**src/rtl/hififo_request_split.sv**
```systemverilog
// hififo_request_split: turns one page request (start address + length, both in
// 8-byte words) into a sequence of PCIe read-request descriptors. Each descriptor
// is at most MAX_WORDS long and never crosses a 4 KB (512-word) boundary.
module hififo_request_split #(
  parameter int unsigned MAX_WORDS = 64
) (
  input  logic        clock,
  input  logic        reset_n,
  input  logic        in_valid,
  input  logic [60:0] in_addr,
  input  logic [18:0] in_count,
  output logic        in_ready,
  output logic        rq_valid,
  output logic [60:0] rq_addr,
  output logic [9:0]  rq_count,
  input  logic        rq_ready,
  output logic        done,
  output logic        err_overrun
);

  typedef enum logic [1:0] {
    S_IDLE  = 2'd0,
    S_CALC  = 2'd1,
    S_ISSUE = 2'd2
  } state_t;

  localparam logic [9:0] MAX_W  = 10'(MAX_WORDS);
  localparam logic [9:0] PAGE_W = 10'd512;

  state_t      state_q, state_d;
  logic [60:0] addr_q, addr_d;
  logic [18:0] rem_q, rem_d;
  logic        in_ready_q, in_ready_d;
  logic        rq_valid_q, rq_valid_d;
  logic [60:0] rq_addr_q, rq_addr_d;
  logic [9:0]  rq_count_q, rq_count_d;
  logic        done_q, done_d;
  logic        err_q, err_d;

  logic [9:0]  to_boundary;
  logic [9:0]  cap;
  logic [9:0]  chunk;
  logic [18:0] rem_after;
  logic        issue_hs;
  logic        issue_last;

  // Next descriptor length: min(remaining, MAX_WORDS, words left in the 4 KB page).
  // cap never exceeds 512, so the final selection fits in 10 bits.
  always_comb begin
    to_boundary = PAGE_W - {1'b0, addr_q[8:0]};
    cap         = (MAX_W < to_boundary) ? MAX_W : to_boundary;
    chunk       = (rem_q < {9'd0, cap}) ? rem_q[9:0] : cap;
  end

  // Descriptor handshake and whether it retires the request.
  always_comb begin
    issue_hs   = (state_q == S_ISSUE) && rq_ready;
    rem_after  = rem_q - {9'd0, rq_count_q};
    issue_last = (rem_after == '0);
  end

  // Next-state and next-output logic for the request splitter.
  always_comb begin
    state_d    = state_q;
    addr_d     = addr_q;
    rem_d      = rem_q;
    rq_valid_d = rq_valid_q;
    rq_addr_d  = rq_addr_q;
    rq_count_d = rq_count_q;
    done_d     = 1'b0;
    err_d      = err_q | (in_valid && (state_q != S_IDLE));

    unique case (state_q)
      S_IDLE: begin
        if (in_valid) begin
          addr_d = in_addr;
          rem_d  = in_count;
          if (in_count == '0) begin
            done_d = 1'b1;
          end else begin
            state_d = S_CALC;
          end
        end
      end
      S_CALC: begin
        rq_addr_d  = addr_q;
        rq_count_d = chunk;
        rq_valid_d = 1'b1;
        state_d    = S_ISSUE;
      end
      S_ISSUE: begin
        if (rq_ready) begin
          addr_d     = addr_q + {51'd0, rq_count_q};
          rem_d      = rem_after;
          rq_valid_d = 1'b0;
          state_d    = issue_last ? S_IDLE : S_CALC;
        end
      end
      default: begin
        state_d    = S_IDLE;
        rq_valid_d = 1'b0;
      end
    endcase

    in_ready_d = (state_d == S_IDLE);
  end

  // State and registered outputs; async reset drops any transfer in flight.
  always_ff @(posedge clock or negedge reset_n) begin
    if (!reset_n) begin
      state_q    <= S_IDLE;
      addr_q     <= '0;
      rem_q      <= '0;
      in_ready_q <= 1'b1;
      rq_valid_q <= 1'b0;
      rq_addr_q  <= '0;
      rq_count_q <= '0;
      done_q     <= 1'b0;
      err_q      <= 1'b0;
    end else begin
      state_q    <= state_d;
      addr_q     <= addr_d;
      rem_q      <= rem_d;
      in_ready_q <= in_ready_d;
      rq_valid_q <= rq_valid_d;
      rq_addr_q  <= rq_addr_d;
      rq_count_q <= rq_count_d;
      done_q     <= done_d;
      err_q      <= err_d;
    end
  end

  // done: registered pulse for zero-length requests, same-cycle on the final handshake.
  always_comb begin
    in_ready    = in_ready_q;
    rq_valid    = rq_valid_q;
    rq_addr     = rq_addr_q;
    rq_count    = rq_count_q;
    done        = done_q | (issue_hs && issue_last);
    err_overrun = err_q;
  end

`ifndef SYNTHESIS
  // A stalled descriptor must stay put until it is taken.
  a_stable_when_stalled: assert property (
    @(posedge clock) disable iff (!reset_n)
      (rq_valid && !rq_ready) |=> (rq_valid && $stable(rq_addr) && $stable(rq_count))
  );

  // Descriptor length stays within 1..MAX_WORDS.
  a_count_range: assert property (
    @(posedge clock) disable iff (!reset_n)
      rq_valid |-> ((rq_count != '0) && (rq_count <= MAX_W))
  );

  // A descriptor never runs past the end of its 4 KB page.
  a_no_page_cross: assert property (
    @(posedge clock) disable iff (!reset_n)
      rq_valid |-> (({2'b00, rq_addr[8:0]} + {1'b0, rq_count}) <= 11'd512)
  );
`endif

endmodule

```
**config.mk**
```make
export PLATFORM = sky130hd
export DESIGN_NAME = hififo_request_split
export DESIGN_NICKNAME = d
export VERILOG_FILES = /design/src/rtl/hififo_request_split.sv
export SDC_FILE = /design/constraint.sdc
export NUM_CORES = 1
export LEC_CHECK = 0
export BUFFER_PORTS_ARGS = -buffer_cell sky130_fd_sc_hd__buf_2
export CAP_MARGIN = 10
export CELL_PAD_IN_SITES_DETAIL_PLACEMENT = 1
export CELL_PAD_IN_SITES_GLOBAL_PLACEMENT = 1
export CORE_AREA = 5 5 124 184
export DETAILED_ROUTE_END_ITERATION = 8
export DIE_AREA = 0 0 129 189
export HOLD_SLACK_MARGIN = 0.06
export PLACE_DENSITY_LB_ADDON = 0.15
export SETUP_SLACK_MARGIN = 0.2
export SYNTH_ARGS = -nofsm -noshare
export SYNTH_HDL_FRONTEND = slang
export SYNTH_SLANG_ARGS = --single-unit
```
**constraint.sdc**
```tcl
create_clock -name clock -period 10.1 [get_ports clock]
set_input_delay 1.01 -clock clock [delete_from_list [all_inputs] [get_ports clock]]
set_output_delay 1.01 -clock clock [all_outputs]
set_load 0.01 [all_outputs]
```
# After elaboration in Yosys (flattened, before gate mapping)
# Cells that the tools add are included.
totals:
  ff_bits: 157
  in_bits: 84
  output_inout_bits: 75
  word_cells: 50
op_classes:
  addsub: 3
  n_lt_le_gt_ge: 2
  eq_ne: 4
  n_mux: 18
  bitwise_logic: 3
  n_reduce_logical: 11
ops:
  columns: ["cell", "n"]
  rows:
  - ["two-way mux 61 bit", 2]
  - ["one-hot mux 61 bit (2 select lines)", 1]
  - ["adder 61 x 10 -> 61 bit", 1]
  - ["logical NOT 19 bit", 2]
  - ["two-way mux 19 bit", 2]
  - ["one-hot mux 19 bit (2 select lines)", 1]
  - ["two-way mux 10 bit", 2]
  - ["< comparator 19 x 10 -> 1 bit", 1]
  - ["subtractor 19 x 10 -> 19 bit", 1]
  - ["< comparator 7 x 10 -> 1 bit, first input constant", 1]
  - ["subtractor 10 x 9 -> 10 bit, first input constant", 1]
  - ["two-way mux 2 bit", 3]
  - ["one-hot mux 2 bit (3 select lines)", 1]
  - ["two-way mux 1 bit", 5]
  - ["logical NOT 2 bit", 2]
  - ["inequality test 2 bit, second input constant", 2]
  - ["nonzero test 2 bit", 2]
  - ["logical AND 1 bit", 3]
  - ["one-hot mux 1 bit (3 select lines)", 1]
  - ["AND reduction 3 bit", 1]
  - ["== test 2 x 1 -> 1 bit, second input constant", 1]
  - ["== test 2 bit, second input constant", 1]
  - ["OR 1 bit", 2]
  - ["AND reduction 2 bit", 1]
  - ["inverter 1 bit", 1]

# Longest topological paths before layout
# Gate-level depths: netlist of run 1.
depth:
  depth_word: 6
  depth_mapped: 15
  mapped_depth_nobuf: 14

# Worst setup path before layout of run 1
# OpenSTA, ideal clock, no wires.
synth_path:
  kind: "register to output"
  from: "reg rq_count_q[0] (netlist: rq_count[0])"
  to: "out done"
  arrival_time_ns: 2.750
  required_ns: 9.090
  slack_ns: 6.340
  stages_incl_launch_ff: 11
  n_path_buf: 0
  path_cell_list: "dfrtp_1 -> ha_1 -> inv_1 -> fa_1 -> a211oi_1 -> o21ai_0 -> mux2i_1 -> o2111ai_1 -> a2111oi_2 -> nand2_1 -> o41ai_1"
synth_via:
  elab_chain_len: 4
synth_rtl:
  columns: ["item", "line", "text"]
  rows:
  - ["from (decl)", "36", "logic [9:0] rq_count_q, rq_count_d;"]
  - ["from (signal assigned)", "127", "rq_count_q <= rq_count_d;"]
  - ["subtractor 19 x 10 -> 19 bit", "58", "rem_after = rem_q - {9'd0, rq_count_q};"]
  - ["logical NOT 19 bit", "59", "issue_last = (rem_after == '0);"]
  - ["logical AND 1 bit", "139", "done = done_q | (issue_hs && issue_last);"]
  - ["OR 1 bit", "139", null]
  - ["to (decl)", "17", "output logic done,"]
# No other way between the ends.

# Worst setup path in the final report of run 1
layout_path:
  from: "reg rem_q[0]"
  to: "out done"
layout_via:
  elab_chain_len: 4
layout_rtl:
  columns: ["item", "line", "text"]
  rows:
  - ["from (decl)", "32", "logic [18:0] rem_q, rem_d;"]
  - ["from (signal assigned)", "123", "rem_q <= rem_d;"]
  - ["subtractor 19 x 10 -> 19 bit", "58", null]
  - ["logical NOT 19 bit", "59", null]
  - ["logical AND 1 bit", "139", null]
  - ["OR 1 bit", "139", null]
# No other way between the ends.

==> results, run 1 <==
- The count of mapped cells out of synthesis is 1140.
- The area growth from synthesis to layout is 17.52%.
- The post-CTS setup buffer count is 0.
- The library cell used most frequently in the layout, excluding fill and tap cells, is sky130_fd_sc_hd__nand2_1.
- In this run the worst path has a maximum fanout of 3.
- The initial antenna violation count is 0.
- For this run, the post-layout net count is 1380.
- On the final layout, the worst clock skew is 11.60 ps.
- The TritonCTS clock tree is yes.
- Yosys mapped the design onto 74 distinct sky130hd cell types.
- The cell sitting at the root of the clock tree is a sky130_fd_sc_hd__clkbuf_16.
- For this block, the initial DRC count from the detailed router was 582.
- Clock-pin slew was measured on the worst setup and hold paths at 60 ps.
- The multi-input combinational cells in the finished layout cover a total of 5197 um^2.
- Summed over all cells, the static leakage comes to 4.962 nW.
- The first TritonRoute pass finished after 5 iterations.
- The final cycle utilization of the critical path is 45.86%.
- 0 antenna diodes ended up in the layout.
- Once detailed placement completed, the half-perimeter wirelength came to 23860 um.
- The clock network latency to the later pin of the worst-skew pair is 450 ps.
- In this run, flip-flops and latches consume 32.4% of the power.
- The worst endpoint data arrival time is 3620 ps.
- STA puts the critical path data required time at 9090 ps.
- Global routing used 27.55% of the available tracks across all layers.
- The cell type with the highest aggregate area in the netlist is sky130_fd_sc_hd__dfrtp_1.
- The number of rows created at floorplan is 65.
- Across all setup checks in the final design, the least slack found is 5468 ps.
- The flow ran to the end, and the final reports show no timing, DRC or antenna violations.
- The final number of hold-violating endpoints was 0.
- After detailed placement, the total cell area comes to 10440 um^2.
- The pin count of the biggest net entering global routing is 96.
- Based on the critical path, the design can be clocked at up to 215.9 MHz.
- The setup total negative slack is 0 ps.
- The TritonCTS sink count is 157.
- For the pin with the worst max-slew slack, the measured transition is 1048 ps.
- The synthesis warning total is 0.
- The share of the Yosys chip area taken by registers is 41.59%.
- In the routed design, unresolved DRC markers number 0.
- Counting flops with a built-in enable in the synthesized netlist gives 0.
- The TritonCTS buffer count is 17.
- Prior to clock tree synthesis, the placed netlist has a worst setup slack of 5940 ps.
- The final setup violation count is 0.
- Yosys attributes the largest share of cell area to sky130_fd_sc_hd__dfrtp_1 (41%), sky130_fd_sc_hd__nand2_1 (10%), sky130_fd_sc_hd__a21oi_1 (4.1%), sky130_fd_sc_hd__ha_1 (4.1%), sky130_fd_sc_hd__o21ai_0 (3.4%).
- The starting density of the core is 45.03%.
- The post-cts repair resize count is 0.
- The total area inside the core boundary comes to 20980 um^2.
- In this run the count of I/O pins placed on the die edge is 159.
- The proportion of total power due to net switching is 46.40%.
- Combinational logic is responsible for 48.8% of the overall power.
- The total wirelength of the detailed-routed design is 33280 um.
- The predominant post-synthesis flop cell is sky130_fd_sc_hd__dfrtp_1.
- The type of element launching the critical path is a flip-flop.
- The kind of critical path is reg2out.
- The number of pins with negative max-slew slack in the final report is 0.
- In the final layout, flip-flops and latches occupy 3930 um^2.
- Summed over all layers, the global routing overflow is 0.
- Summing every instance area after synthesis gives 9449 um^2.
- After filler insertion, the fill cell instance count of the layout stands at 2550.
- Averaged over all synthesized cells, the footprint is 8.289 um^2.
- Leaving out fill and tap cells, the most frequent cells in the layout are sky130_fd_sc_hd__nand2_1 (262), sky130_fd_sc_hd__buf_2 (157), sky130_fd_sc_hd__dfrtp_1 (156).
- In this run the vertical extent of the chip is 189 um.
- In this run the horizontal extent of the chip is 129 um.
- The buffer depth of the longest clock path is 2.
- The type of the most critical hold path is reg2reg.
- The die area is 24380 um^2.
- For this run, asynchronously set or reset flops after synthesis account for 100.0%.
- In this run the remaining antenna-violating nets after routing total 0.
- The average detailed-routed wire length per instance is 21.56 um.
- Buffers placed on the I/O ports in this run total 158.
- The worst slew margin relative to its limit is 29.62%.
- The internal power component is 0.002127 W.
- In this run the power density over the cells is 357.3 nW/um^2.
- The final RePlAce weighted congestion is 0.9281.
- The worst path needs 4632 ps of the cycle, external delays included.
- CTS built an H-tree with a depth of 4.
- The post-layout utilization of the core is 52.92%.
- Once layout is done, the placed cells without fillers occupy 11100 um^2.
- Detailed routing inserted a total of 9344 vias.
- The via count of the first global-routing pass came to 9816.
- Buffers inserted to repair hold after CTS numbered 0.
- The total net switching power is 0.001841 W.
- The share of synthesized area in the top cell type comes to 41.31%.
- The number of register bits inferred by synthesis is 157.
- The share of power burned in the clock network is 18.7%.
- The fraction of layout cells with a size suffix above 1 is 17.87%.
- The via density per instance is 6.052.
- Setup repair after global routing left no endpoint under its margin.
- The tool flagged a number of max-cap violations equal to 0.
- The first-pass GRT wire length is 52980 um.
- STA classifies the critical path endpoint as an output port.
- The worst-case hold slack is 467.5 ps.
- The peak ir drop on the vdd network is 0.1637 mV.
## through the flow
step,total power [W],instances
6_report,0.003968,1544
5_1_grt,0.004265,1544
4_1_cts,0.003979,1544
3_5_place_dp,0.003208,1512
3_3_place_gp,0.003139,1512
2_1_floorplan,0.002532,1142
## path summary, 6_finish.rpt
check,from,endpoint,slack (ps),cells past startpoint
max,rem_q[0],done,5470,12
min,rq_addr[33],rq_addr[33],470,2
max reg2reg,addr_q[1],rq_count[1],5970,14
min reg2reg,rq_addr[33],rq_addr[33],470,2
max in group asynchronous,reset_n,addr_q[15],8050,2
min in group asynchronous,reset_n,rq_addr[56],660,1
## final cells by class
type / count / area share (%)
clock buffers: 21 / 4.056
clock inverters: 11 / 1.927
inverters: 28 / 0.9465
multi-input cells: 891 / 46.81
flip-flops and latches: 157 / 35.39
well taps: 268 / 3.020
repair buffers: 168 / 7.854
## metal layers
layer	vias up	GRT usage [%]	routed length, um	part of all wire (%)
li1	4362	-	-	-
met1	4674	31.71	12940	39
met2	240	49.98	17800	53
met3	68	4.572	1414	4.2
met4	0	10.99	1126	3.4
met5	-	0	0	0
## worst max-delay path: stages (launching register included)
cell	delay (ps)
sky130_fd_sc_hd__dfrtp_1	380
sky130_fd_sc_hd__inv_1	90
sky130_fd_sc_hd__ha_1	190
sky130_fd_sc_hd__inv_1	70
sky130_fd_sc_hd__fa_1	440
sky130_fd_sc_hd__a211oi_1	380
sky130_fd_sc_hd__o21ai_0	240
sky130_fd_sc_hd__mux2i_1	190
sky130_fd_sc_hd__o2111ai_1	180
sky130_fd_sc_hd__a2111oi_2	420
sky130_fd_sc_hd__nand2_1	100
sky130_fd_sc_hd__o41ai_1	300
sky130_fd_sc_hd__buf_2	200
## sequential cells by signal (all words and copies together) (netlist names)
register     flops
in_ready         1
state_q          2
addr_q          61
done_q           1
rq_valid         1
rem_q           19
rq_addr         61
rq_count        10
err_overrun      1
## power groups by stage
stage / combinational, W / sequential, W / clock (W)
floorplan: 0.00130 / 0.00123 / 0
finish: 0.00194 / 0.00129 / 0.000743
CTS: 0.00195 / 0.00128 / 0.000749
global placement: 0.00187 / 0.00127 / 0
detailed placement: 0.00192 / 0.00129 / 0
global route: 0.00216 / 0.00133 / 0.000779
## kinds of logic (layout without fill, tap and decap cells)
group,count (synthesis),after routing,share of synthesized area (%)
and+or+nand+nor,515,515,25.54
other,1,3,0.03969
DFF,157,157,41.59
muxes,9,9,0.9931
adders and majority gates,33,33,4.529
xor gates and xnor gates,15,15,1.390
AOI/OAI and AO/OA,316,316,22.14
buffers and inverters,94,228,3.774
## Yosys cell counts (all sizes together), types with 3 or more instances
| cell type | count |
|---|---|
| nand2 | 262 |
| dfrtp | 156 |
| nor2 | 85 |
| a21oi | 78 |
| o21ai | 67 |
| clkbuf | 55 |
| nand3 | 34 |
| ha | 31 |
| inv | 28 |
| o22ai | 24 |
| nor3 | 21 |
| o211ai | 19 |
| a211oi | 17 |
| nand4 | 17 |
| or3 | 17 |
| a31oi | 16 |
| nor4 | 16 |
| and3 | 14 |
| a2bb2oi | 12 |
| a311oi | 11 |
| buf | 11 |
| a21o | 10 |
| o22a | 10 |
| nand2b | 9 |
| or4 | 9 |
| o2111ai | 8 |
| o21a | 8 |
| xor2 | 8 |
| nor2b | 7 |
| xnor2 | 7 |
| mux2i | 6 |
| o221ai | 6 |
| and2 | 4 |
| and4 | 4 |
| nand4b | 4 |
| nor3b | 4 |
| o311ai | 4 |
| a2111oi | 3 |
| a211o | 3 |
| mux2 | 3 |
| nand3b | 3 |
| o31ai | 3 |
| or2 | 3 |
(Power assumes the default switching activity.)
==> inputs of run 2 (changes only) <==
--- a/config.mk
+++ b/config.mk
@@ -5,13 +5,14 @@
 export SDC_FILE = /design/constraint.sdc
 export NUM_CORES = 1
 export LEC_CHECK = 0
+export ABC_AREA = 1
 export BUFFER_PORTS_ARGS = -buffer_cell sky130_fd_sc_hd__buf_2
 export CAP_MARGIN = 10
 export CELL_PAD_IN_SITES_DETAIL_PLACEMENT = 1
 export CELL_PAD_IN_SITES_GLOBAL_PLACEMENT = 1
-export CORE_AREA = 5 5 124 184
+export CORE_AREA = 5 5 144 215
 export DETAILED_ROUTE_END_ITERATION = 8
-export DIE_AREA = 0 0 129 189
+export DIE_AREA = 0 0 149 220
 export HOLD_SLACK_MARGIN = 0.06
 export PLACE_DENSITY_LB_ADDON = 0.15
 export SETUP_SLACK_MARGIN = 0.2
==> constraint.sdc (replaced) <==
create_clock -name clock -period 4.13 [get_ports clock]
set_input_delay 0.413 -clock clock [delete_from_list [all_inputs] [get_ports clock]]
set_output_delay 0.413 -clock clock [all_outputs]
set_load 0.01 [all_outputs]
==> results, run 2 <==
- The final setup violation count is 0 (unchanged).
- The mean post-synth cell area was 6.917 um^2 (was 8.289 um^2).
- The worst-case hold slack was 217.7 ps (was 467.5 ps).
- The initial antenna violation count came to 0 (unchanged).
- The total via count in the routed design was 10.91k (was 9344).
- The fraction of registers with async set or reset after synthesis is 100.0% (unchanged).
- The count of unique library cells instantiated by Yosys is 50 (was 74).
- The die area is 32780 um^2 (was 24380 um^2).
- The starting density of the core is 36.04% (was 45.03%).
- The endpoint kind of the worst setup timing path is an output port (unchanged).
- The fraction of layout cells with a size suffix above 1 is 15.84% (was 17.87%).
- The via count of the first global-routing pass was 11.62k (was 9816).
- The total half-perimeter wirelength after legalization and detailed placement is 34150 um (was 23860 um).
- The chip width is 149 um (was 129 um).
- The count of maximum capacitance violations is 0 (unchanged).
- The TritonCTS clock tree is yes (unchanged).
- The worst slew margin relative to its limit came to 31.34% (was 29.62%).
- The number of rows created at floorplan is 77 (was 65).
- The total leakage power is 6.092 nW (was 4.962 nW).
- Top cells by instance count after synthesis: sky130_fd_sc_hd__nand2_1 (420), sky130_fd_sc_hd__inv_1 (167), sky130_fd_sc_hd__dfrtp_1 (156) (was sky130_fd_sc_hd__nand2_1 (262), sky130_fd_sc_hd__dfrtp_1 (156), sky130_fd_sc_hd__nor2_1 (84)).
- The remaining design rule violation count is 0 (unchanged).
- Unrepaired setup endpoints after global routing: false (unchanged).
- The kind of critical path is reg2out (unchanged).
- The root buffer cell is sky130_fd_sc_hd__clkbuf_16 (unchanged).
- The clock-pin slew on the worst setup and hold paths is 60 ps (about the same).
- The number of placed instances with taps included is 2029 (was 1512).
- The area growth from synthesis to layout is 17.38% (was 17.52%).
- The final RePlAce weighted congestion was 0.9662 (was 0.9281).
- The required time reported for the critical path endpoint is 3720 ps (was 9090 ps).
- The count of pins on the block boundary is 159 (unchanged).
- The buffer depth of the longest clock path was 2 (unchanged).
- The largest fanout of any net on the critical path came to 4 (was 3).
- The type of element launching the critical path is a flip-flop (unchanged).
- The peak ir drop on the vdd network is 0.3635 mV (was 0.1637 mV).
- The placeable core region came to 29100 um^2 (was 20980 um^2).
- Cells taking the most area after synthesis: sky130_fd_sc_hd__dfrtp_1 (37%), sky130_fd_sc_hd__nand2_1 (15%), sky130_fd_sc_hd__nand3_1 (6.7%), sky130_fd_sc_hd__o21ai_0 (6.7%), sky130_fd_sc_hd__inv_1 (6.0%) (was sky130_fd_sc_hd__dfrtp_1 (41%), sky130_fd_sc_hd__nand2_1 (10%), sky130_fd_sc_hd__a21oi_1 (4.1%), sky130_fd_sc_hd__ha_1 (4.1%), sky130_fd_sc_hd__o21ai_0 (3.4%)).
- The first-pass GRT wire length is 66050 um (was 52980 um).
- The post-synthesis cell area is 10490 um^2 (was 9449 um^2).
- The detailed router's first-iteration violation count was 408 (was 582).
- The type of the most critical hold path is in2reg (was reg2reg).
- The commonest non-fill, non-tap cell in the layout is sky130_fd_sc_hd__nand2_1 (unchanged).
- The number of register bits inferred by synthesis is 157 (unchanged).
- The final setup slack of the worst path is 489.4 ps (was 5468 ps).
- The final number of hold-violating endpoints is 0 (unchanged).
- The synthesis warning total came to 0 (unchanged).
- The post-layout utilization of the core was 42.31% (was 52.92%).
- The number of nets with antenna violations after detailed routing is 0 (unchanged).
- The average detailed-routed wire length per instance is 20.95 um (was 21.56 um).
- The number of iterations in the first detailed-routing pass is 7 (was 5).
- The number of diodes added for antenna fixing is 0 (unchanged).
- The minimum period implied by the final worst setup slack is 3641 ps.
- The maximum clock skew at final layout was 13.45 ps (was 11.60 ps).
- The setup total negative slack is 0 ps (unchanged).
- Status: completed (unchanged).
- The power density of the placed cells came to 829.1 nW/um^2 (was 357.3 nW/um^2).
- The number of pins with negative max-slew slack in the final report is 0 (unchanged).
- The predominant post-synthesis flop cell is sky130_fd_sc_hd__dfrtp_1 (unchanged).
- The cell type with the highest aggregate area in the netlist is sky130_fd_sc_hd__dfrtp_1 (unchanged).
- The number of input and output port buffers inserted was 158 (unchanged).
- The clock network latency to the later pin of the worst-skew pair is 460 ps (was 450 ps).
- The chip height is 220 um (was 189 um).
- The layout filler cell count is 3829 (was 2550).
- The via density per instance is 5.292 (was 6.052).
- The TritonCTS sink count is 157 (unchanged).
- The TritonCTS buffer count is 17 (unchanged).
- The library cell with the highest instance count after synthesis was sky130_fd_sc_hd__nand2_1 (unchanged).
- The worst endpoint data arrival time is 3230 ps (was 3620 ps).
- The sequential-to-total area share from yosys stat is 37.48% (was 41.59%).
- The area share of the largest cell type after synthesis was 37.23% (was 41.31%).
- The remaining global-route overflow came to 0 (unchanged).
- The total wirelength of the detailed-routed design is 43200 um (was 33280 um).
- The slew at the pin closest to its max-slew limit came to 1030 ps (was 1048 ps).
- The number of standard cells in the final layout excluding fillers came to 2062 (was 1544).
- The pin count of the biggest net entering global routing came to 98 (was 96).
- Timing would allow up to 274.7 MHz.
- The maximum level of the CTS H-tree is 4 (unchanged).
- Highest-count cells in the layout ignoring fill and taps: sky130_fd_sc_hd__nand2_1 (419), sky130_fd_sc_hd__inv_1 (167), sky130_fd_sc_hd__buf_2 (157) (was sky130_fd_sc_hd__nand2_1 (262), sky130_fd_sc_hd__buf_2 (157), sky130_fd_sc_hd__dfrtp_1 (156)).
- The count of mapped cells out of synthesis is 1516 (was 1140).
- The combined global-route utilization of all metal layers was 26.71% (was 27.55%).
- The final cycle utilization of the critical path is 88.15%.
- The final-stage net count is 1771 (was 1380).
- The number of enable-type register cells in the synthesized netlist came to 0 (unchanged).
- The setup slack at placement is 809.5 ps (was 5940 ps).
-- run 2: cell types whose count changed after synthesis, moves of 14 or more --
| cell | before | now |
|---|---|---|
| sky130_fd_sc_hd__a21oi_1 | 78 | 31 |
| sky130_fd_sc_hd__or3_1 | 15 | 0 |
| sky130_fd_sc_hd__nor2_1 | 84 | 115 |
| sky130_fd_sc_hd__o21ai_1 | 2 | 23 |
| sky130_fd_sc_hd__nand2_1 | 262 | 420 |
| sky130_fd_sc_hd__o21ai_0 | 65 | 140 |
| sky130_fd_sc_hd__a31oi_1 | 16 | 1 |
| sky130_fd_sc_hd__nand4_1 | 15 | 29 |
| sky130_fd_sc_hd__a211oi_1 | 15 | 0 |
| sky130_fd_sc_hd__clkbuf_1 | 55 | 38 |
| sky130_fd_sc_hd__nand3_1 | 32 | 141 |
| sky130_fd_sc_hd__inv_2 | 0 | 20 |
| sky130_fd_sc_hd__inv_1 | 28 | 167 |
-- run 2: layer usage --
metal / global-route usage [%] / vias to the layer above / part of all wire [%]
met5: 0 / - / 0
met1: 26.44 / 5283 / 36
li1: - / 5274 / -
met3: 3.744 / 120 / 2.6
met2: 50.48 / 236 / 54
met4: 18.60 / 0 / 8.0
-- run 2: where the power goes --
part	switching (W)	internal [W]	total (W)
Clock	0.000716	0.000989	0.00171
Combinational	0.00370	0.00174	0.00544
Sequential	0.000794	0.00227	0.00306
Total	0.00521	0.00500	0.0102
-- run 2: critical path, cell delays in order, from the launching register on --
cell and delay, ps:
sky130_fd_sc_hd__dfrtp_1 480, sky130_fd_sc_hd__inv_1 220, sky130_fd_sc_hd__fa_1 560, sky130_fd_sc_hd__nand3_1 150, sky130_fd_sc_hd__nand2_1 110, sky130_fd_sc_hd__nand2_1 90, sky130_fd_sc_hd__nand2_1 60, sky130_fd_sc_hd__nor2_1 130
sky130_fd_sc_hd__nand3_1 130, sky130_fd_sc_hd__nor2_1 280, sky130_fd_sc_hd__nand2_1 90, sky130_fd_sc_hd__nor2_1 100, sky130_fd_sc_hd__nand3_1 110, sky130_fd_sc_hd__o21bai_1 140, sky130_fd_sc_hd__buf_2 140
-- run 2: kinds of logic after synthesis --
logic type	count (synthesis)	share of synthesized area, %
simple gates	792	33.36
compound gates	270	14.35
buf+inv	239	8.686
flops	157	37.48
fa+ha+maj	33	4.081
xor+xnor	24	2.005
other cells	1	0.03576
-- run 2: path summary, 6_finish.rpt --
check,startpoint,end,slack [ps],cells after the start
max,rq_count[1],done,490,14
min,in_valid,err_overrun,220,3
max reg2reg,addr_q[1],rq_count[5],810,19
min reg2reg,err_overrun,err_overrun,480,1
max in group asynchronous,reset_n,rq_addr[46],2610,3
min in group asynchronous,reset_n,rem_q[18],540,2
-- run 2: stage by stage --
step           total power, W  cell area [um^2]
2_1_floorplan        0.006527             10490
3_3_place_gp         0.008374             11680
3_5_place_dp         0.008534             11680
4_1_cts               0.01030             12310
5_1_grt               0.01107             12310
6_report              0.01021             12310
-- run 2: final cells by class --
type	count	area, um^2	area share [%]
timing repair buffer	167	892.1	7.247
multi-input combinational	1122	5665	46.03
clock buffer	20	456.7	3.710
tap	395	494.2	4.015
sequential	157	3930	31.93
inverter	189	711.9	5.784
clock inverter	12	158.9	1.291
-- run 2: timing repair --
item | in CTS | in global routing
buffers inserted | 0 | 0
hold endpoints to repair | 71 | 0
resized for setup | 0 | 0
hold buffers | 1 | 0
